[src/rtl/mem_arbiter.sv]
// Single-port RAM arbiter between instruction fetch and data load/store.
// Data has priority; a bounded streak counter keeps fetch from starving.
module mem_arbiter #(
  parameter int unsigned ADDR_W      = 32,
  parameter int unsigned DATA_W      = 32,
  parameter int unsigned MAX_DSTREAK = 4,
  parameter int unsigned TIMEOUT     = 255
) (
  input  logic              CLK,
  input  logic              nRST,
  input  logic              iREN,
  input  logic [ADDR_W-1:0] iaddr,
  input  logic              dREN,
  input  logic              dWEN,
  input  logic [ADDR_W-1:0] daddr,
  input  logic [DATA_W-1:0] dstore,
  output logic              ihit,
  output logic [DATA_W-1:0] iload,
  output logic              dhit,
  output logic [DATA_W-1:0] dload,
  output logic              err,
  output logic              ram_ren,
  output logic              ram_wen,
  output logic [ADDR_W-1:0] ram_addr,
  output logic [DATA_W-1:0] ram_store,
  input  logic [DATA_W-1:0] ram_load,
  input  logic              ram_ready
);

  localparam int unsigned SW = (MAX_DSTREAK > 0) ? $clog2(MAX_DSTREAK + 1) : 1;
  localparam int unsigned TW = (TIMEOUT > 1) ? $clog2(TIMEOUT) : 1;
  localparam logic [SW-1:0] StreakMax = SW'(MAX_DSTREAK);
  localparam logic [TW-1:0] TmoLast   = TW'(TIMEOUT - 1);

  typedef enum logic [1:0] {StIdle, StDacc, StIacc, StDone} state_e;

  state_e        state_q;
  logic [SW-1:0] streak_q;
  logic [TW-1:0] tmo_q;
  logic          d_go;

  // Data wins unless fetch has already waited out a full data streak.
  assign d_go = (dREN | dWEN) & ~(iREN & (streak_q == StreakMax));

  // RAM strobes are the latched access itself, so they double as address/type latches.
  always_ff @(posedge CLK or negedge nRST) begin
    if (!nRST) begin
      state_q   <= StIdle;
      streak_q  <= '0;
      tmo_q     <= '0;
      ihit      <= 1'b0;
      dhit      <= 1'b0;
      err       <= 1'b0;
      iload     <= '0;
      dload     <= '0;
      ram_ren   <= 1'b0;
      ram_wen   <= 1'b0;
      ram_addr  <= '0;
      ram_store <= '0;
    end else begin
      unique case (state_q)
        StIdle: begin
          if (d_go) begin
            state_q   <= StDacc;
            ram_addr  <= daddr;
            ram_store <= dstore;
            ram_ren   <= dREN;
            ram_wen   <= dWEN;
            if (!iREN) begin
              streak_q <= '0;
            end else if (streak_q != StreakMax) begin
              streak_q <= streak_q + 1'b1;
            end
          end else if (iREN) begin
            state_q   <= StIacc;
            ram_addr  <= iaddr;
            ram_store <= '0;
            ram_ren   <= 1'b1;
            ram_wen   <= 1'b0;
            streak_q  <= '0;
          end
        end
        StDacc, StIacc: begin
          if (ram_ready || (tmo_q == TmoLast)) begin
            state_q   <= StDone;
            tmo_q     <= '0;
            err       <= ~ram_ready;
            ram_ren   <= 1'b0;
            ram_wen   <= 1'b0;
            ram_addr  <= '0;
            ram_store <= '0;
            if (state_q == StIacc) begin
              ihit  <= 1'b1;
              iload <= ram_ready ? ram_load : '0;
            end else begin
              dhit <= 1'b1;
              if (ram_ren) dload <= ram_ready ? ram_load : '0;
            end
          end else begin
            tmo_q <= tmo_q + 1'b1;
          end
        end
        StDone: begin
          state_q <= StIdle;
          ihit    <= 1'b0;
          dhit    <= 1'b0;
          err     <= 1'b0;
          tmo_q   <= '0;
        end
        default: state_q <= StIdle;
      endcase
    end
  end

endmodule
[config.mk]
export PLATFORM = sky130hd
export DESIGN_NAME = mem_arbiter
export DESIGN_NICKNAME = d
export VERILOG_FILES = /design/src/rtl/mem_arbiter.sv
export SDC_FILE = /design/constraint.sdc
export NUM_CORES = 1
export LEC_CHECK = 0
export ABC_AREA = 1
export BUFFER_PORTS_ARGS = -buffer_cell sky130_fd_sc_hd__buf_2
export CORE_MARGIN = 8
export CORE_UTILIZATION = 44
export CTS_BUF_LIST = sky130_fd_sc_hd__clkbuf_4 sky130_fd_sc_hd__clkbuf_8 sky130_fd_sc_hd__clkbuf_16
export DETAILED_ROUTE_END_ITERATION = 10
export PLACE_DENSITY = 0.77
export RECOVER_POWER = 100
export SETUP_SLACK_MARGIN = 0.15
export SLEW_MARGIN = 20
export SYNTH_ARGS = -nofsm -noshare
export SYNTH_HDL_FRONTEND = slang
export SYNTH_SLANG_ARGS = --single-unit
[constraint.sdc]
create_clock -name CLK -period 1.7 [get_ports CLK]
set_clock_uncertainty 0.15 [all_clocks]
set_input_delay 0.255 -clock CLK [delete_from_list [all_inputs] [get_ports CLK]]
set_output_delay 0.255 -clock CLK [all_outputs]
set_load 0.03 [all_outputs]
==> impl_metrics.py <==
metrics = {
    "setup_path": {
        "max_stage_delay_ns": 0.39,
        "reg2reg_from": "state_q[0]$_DFFE_PN0P_",
        "crit_top_cell": "nand2_2",
        "endpoint_kind": "register",
        "worst-setup-path-type": "reg -> reg",
        "path_max_fanout": 25,
        "start_kind": "register",
        "crit_family": "buffers and inverters",
        "crit_arrival_ns": 1.97,
        "r2r_slack_ns": -0.08,
        "path_cells": "inv_2 > ha_4 > inv_4 > nand2_1 > nand2_2 > clkinv_4 > nand2_8 > buf_12 > nand2_2 > o21ai_1",
        "worst_r2r_path_depth": 10,
        "crit_buf_inv": 4,
        "slowest_stage": "dfrtp_1",
        "reg2reg_to": "ram_store[13]$_DFFE_PN0P_",
        "cp_data_required_time_ns": 1.89,
    },
    "routing": {
        "drc": 0,
        "vias": 6776,
        "ant_nets": 0,
        "finalWirelength_mm": 24.0,
        "drtPass1Iterations": 4,
        "viasPerCell": 5.10,
        "wl_per_cell_um": 18.0,
        "drt_iter0_drc": 319,
    },
    "hold_path": {
        "whs_endpoint": "ram_ren$_DFFE_PN0P_",
        "min_path_type": "in -> reg",
        "hold_start": "dREN",
        "hold-path-cell-count": 3,
    },
    "run_status": {
        "status": "complete, but fails checks",
        "violations": "negative setup slack",
    },
    "global_route": {
        "track_usage_pct": 23.5,
        "grt_pass1_vias": 6834,
        "grt_pass1_wl_mm": 36.5,
        "antenna_found_initial": 1,
        "gr-total-overflow": 0,
        "grt_max_degree": 48,
    },
    "sta": {
        "report.final.slew_viol_count": 0,
        "relSlewSlack_pct": 29.9,
        "fmaxAchievable_ghz": 0.562,
        "rsz0062_at_grt": "true",
        "tns_ns": -1.82,
        "setup_viol": 51,
        "final-hold-violation-count": 0,
        "min_period_ns": 1.78,
        "tightest_slew_ns": 1.05,
        "setup_slack_ns": -0.0795,
        "fin_crit_sh_pct": 105,
    },
    "clock_tree": {
        "cts-root-buf": "clkbuf_16",
        "cts_tree": "done",
        "htreeDepth": 4,
        "clk_pin_slew_ns": 0.06,
        "cts_sinks": 146,
        "cts_buffers": 17,
        "clock_latency_ns": 0.42,
        "clk_path_buf_depth": 2,
    },
    "yosys": {
        "seq_area_frac_synth_pct": 55.0,
        "syn_area_per_cell_um2": 8.79,
        "syn_area_mm2": 0.00664,
        "synth_seq_cells": 146,
        "synth_cell_types": 25,
        "yosys_warnings": 0,
        "synth_nets": 897,
        "synthCells": 756,
    },
    "placement": {
        "place_ws_ns": -0.0526,
        "place.gp.congestion": 0.804,
        "post-place-cells": 1207,
        "io_buffers": 266,
        "hpwlAfterDp_mm": 14.9,
    },
    "final_layout": {
        "fillers": 1142,
        "final_core_utilization_pct": 69.3,
        "nets": 1268,
        "drive_above_1_share_pct": 33.9,
        "area_growth_pct": 56.3,
        "finalNonFillerCells": 1329,
    },
    "floorplan": {
        "num_io_pins": 267,
        "start_util_pct": 44.4,
        "row_count": 45,
        "die_w_um": 139,
        "coreArea_mm2": 0.0150,
        "die_h_um": 139,
        "die_area_mm2": 0.0193,
    },
    "pwr": {
        "power.share.switching_pct": 47.0,
        "power_density_mw_per_mm2": 2180,
        "p_leak_nw": 5.05,
        "p_int_mw": 12.0,
        "max-vdd-ir-drop_mv": 1.12,
        "p_clk_share_pct": 17.5,
        "p_seq_share_pct": 25.6,
        "power_mw": 22.6,
        "combPwrFrac_pct": 56.9,
        "switchingPower_mw": 10.6,
    },
    "flow_run": {
        "maxCapViolations": 0,
    },
}
state kept, by name, indices dropped and copies added, names as in the netlist:
| name | count |
|---|---|
| ram_store | 32 |
| iload | 32 |
| streak_q | 3 |
| ram_wen | 1 |
| err | 1 |
| state_q | 2 |
| ram_ren | 1 |
| dhit | 1 |
| ihit | 1 |
| ram_addr | 32 |
| dload | 32 |
| tmo_q | 8 |
cells in the final DEF (no fill, tap or decap), drive strengths merged:
| master | count |
|---|---|
| nand2 | 260 |
| buf | 192 |
| clkbuf | 159 |
| dfrtp | 146 |
| o21ai | 139 |
| dlygate4sd3 | 65 |
| inv | 57 |
| nand3 | 46 |
| nand3b | 34 |
| nor2 | 17 |
| ha | 7 |
| xor2 | 6 |
| clkinv | 4 |
| bufinv | 3 |
| nand4 | 2 |
| clkinvlp | 2 |
| diode | 1 |
| a31oi | 1 |
kinds of logic (layout without fill, tap and decap cells):
| group | Yosys count | in the layout | share of synthesized area (%) |
|---|---|---|---|
| buf+inv | 100 | 482 | 7.36 |
| other cells | 0 | 1 | 0 |
| fa+ha+maj | 7 | 7 | 1.32 |
| simple gates | 357 | 359 | 24.2 |
| xor+xnor | 6 | 6 | 0.791 |
| flops | 146 | 146 | 55.0 |
| compound gates | 140 | 140 | 11.3 |
routing by layer:
layer | vias up | routed length (um) | GRT usage [%]
met3 | 45 | 1970 | 8.12
met5 | - | 12 | 0
met4 | 2 | 518 | 8.67
li1 | 3205 | - | -
met1 | 3180 | 9810 | 28.4
met2 | 344 | 11700 | 38.4
synth_stat cells, drive strengths merged:
library cell  number  area share (%)
nand2            258              15
dfrtp            146              55
o21ai            139              11
inv               53             3.0
nand3             46             4.0
nand3b            34             3.8
buf               31             3.5
nor2              17             1.1
clkbuf            16            0.90
ha                 7             1.3
xor2               6            0.79
nand4              2            0.19
a31oi              1           0.094
power groups by stage:
stage	combinational [mW]	sequential (mW)	clock, mW
after global routing	13.7	5.92	4.18
after global placement	9.49	5.57	0
final	12.9	5.79	3.95
after detailed placement	9.74	5.57	0
after CTS	11.2	5.61	4.00
after floorplan	4.52	7.84	0
layout make-up:
class,instances,area [um2],area share [%]
clock buffer,19,453,4.36
antenna,1,2.50,0.0241
sequential,146,3650,35.2
multi-input combinational,512,2990,28.8
timing repair buffer,397,2670,25.7
clock inverter,13,171,1.65
tap,188,235,2.27
inverter,53,206,1.99
what timing repair did:
item,CTS,global route
pin swaps,13,12
gates cloned,5,7
setup buffers,11,1
hold buffers,65,0
gates resized for setup,64,98
hold endpoints to repair,218,0
endpoints found under the setup margin,137,145
how the worst max path moves through the flow:
stage                           endpoint  slack, ns              startpoint  depth (start not counted)
2_1_floorplan        ram_ren$_DFFE_PN0P_      -0.05  state_q[1]$_DFFE_PN0P_                         12
3_3_place_gp   ram_store[31]$_DFFE_PN0P_      0.001  state_q[1]$_DFFE_PN0P_                          7
3_5_place_dp    ram_addr[30]$_DFFE_PN0P_      -0.05  state_q[1]$_DFFE_PN0P_                         10
4_1_cts                 ihit$_DFFE_PN0P_      -0.01    tmo_q[0]$_DFFE_PN0N_                         10
5_1_grt        ram_store[13]$_DFFE_PN0P_      -0.15  state_q[0]$_DFFE_PN0P_                         10
6_report       ram_store[13]$_DFFE_PN0P_      -0.08  state_q[0]$_DFFE_PN0P_                         10
metrics by stage:
stage	hold WS [ns]	cell area, um2
2_1_floorplan	-0.191	6700
3_3_place_gp	0.0427	8410
3_5_place_dp	0.0431	8410
4_1_cts	0.00512	10100
5_1_grt	0.0276	10400
6_report	0.0250	10400
worst register-to-register path: cells and delay by family (launching register included):
kind,cells,cell delay [ns]
AO/OA/AOI/OAI,1,0.09
AND/OR/NAND/NOR,4,0.40
adder cells (fa/ha/maj),1,0.23
flip-flops,1,0.39
buffers and inverters,4,0.45
Note: power is estimated with default switching activity, not from simulation.
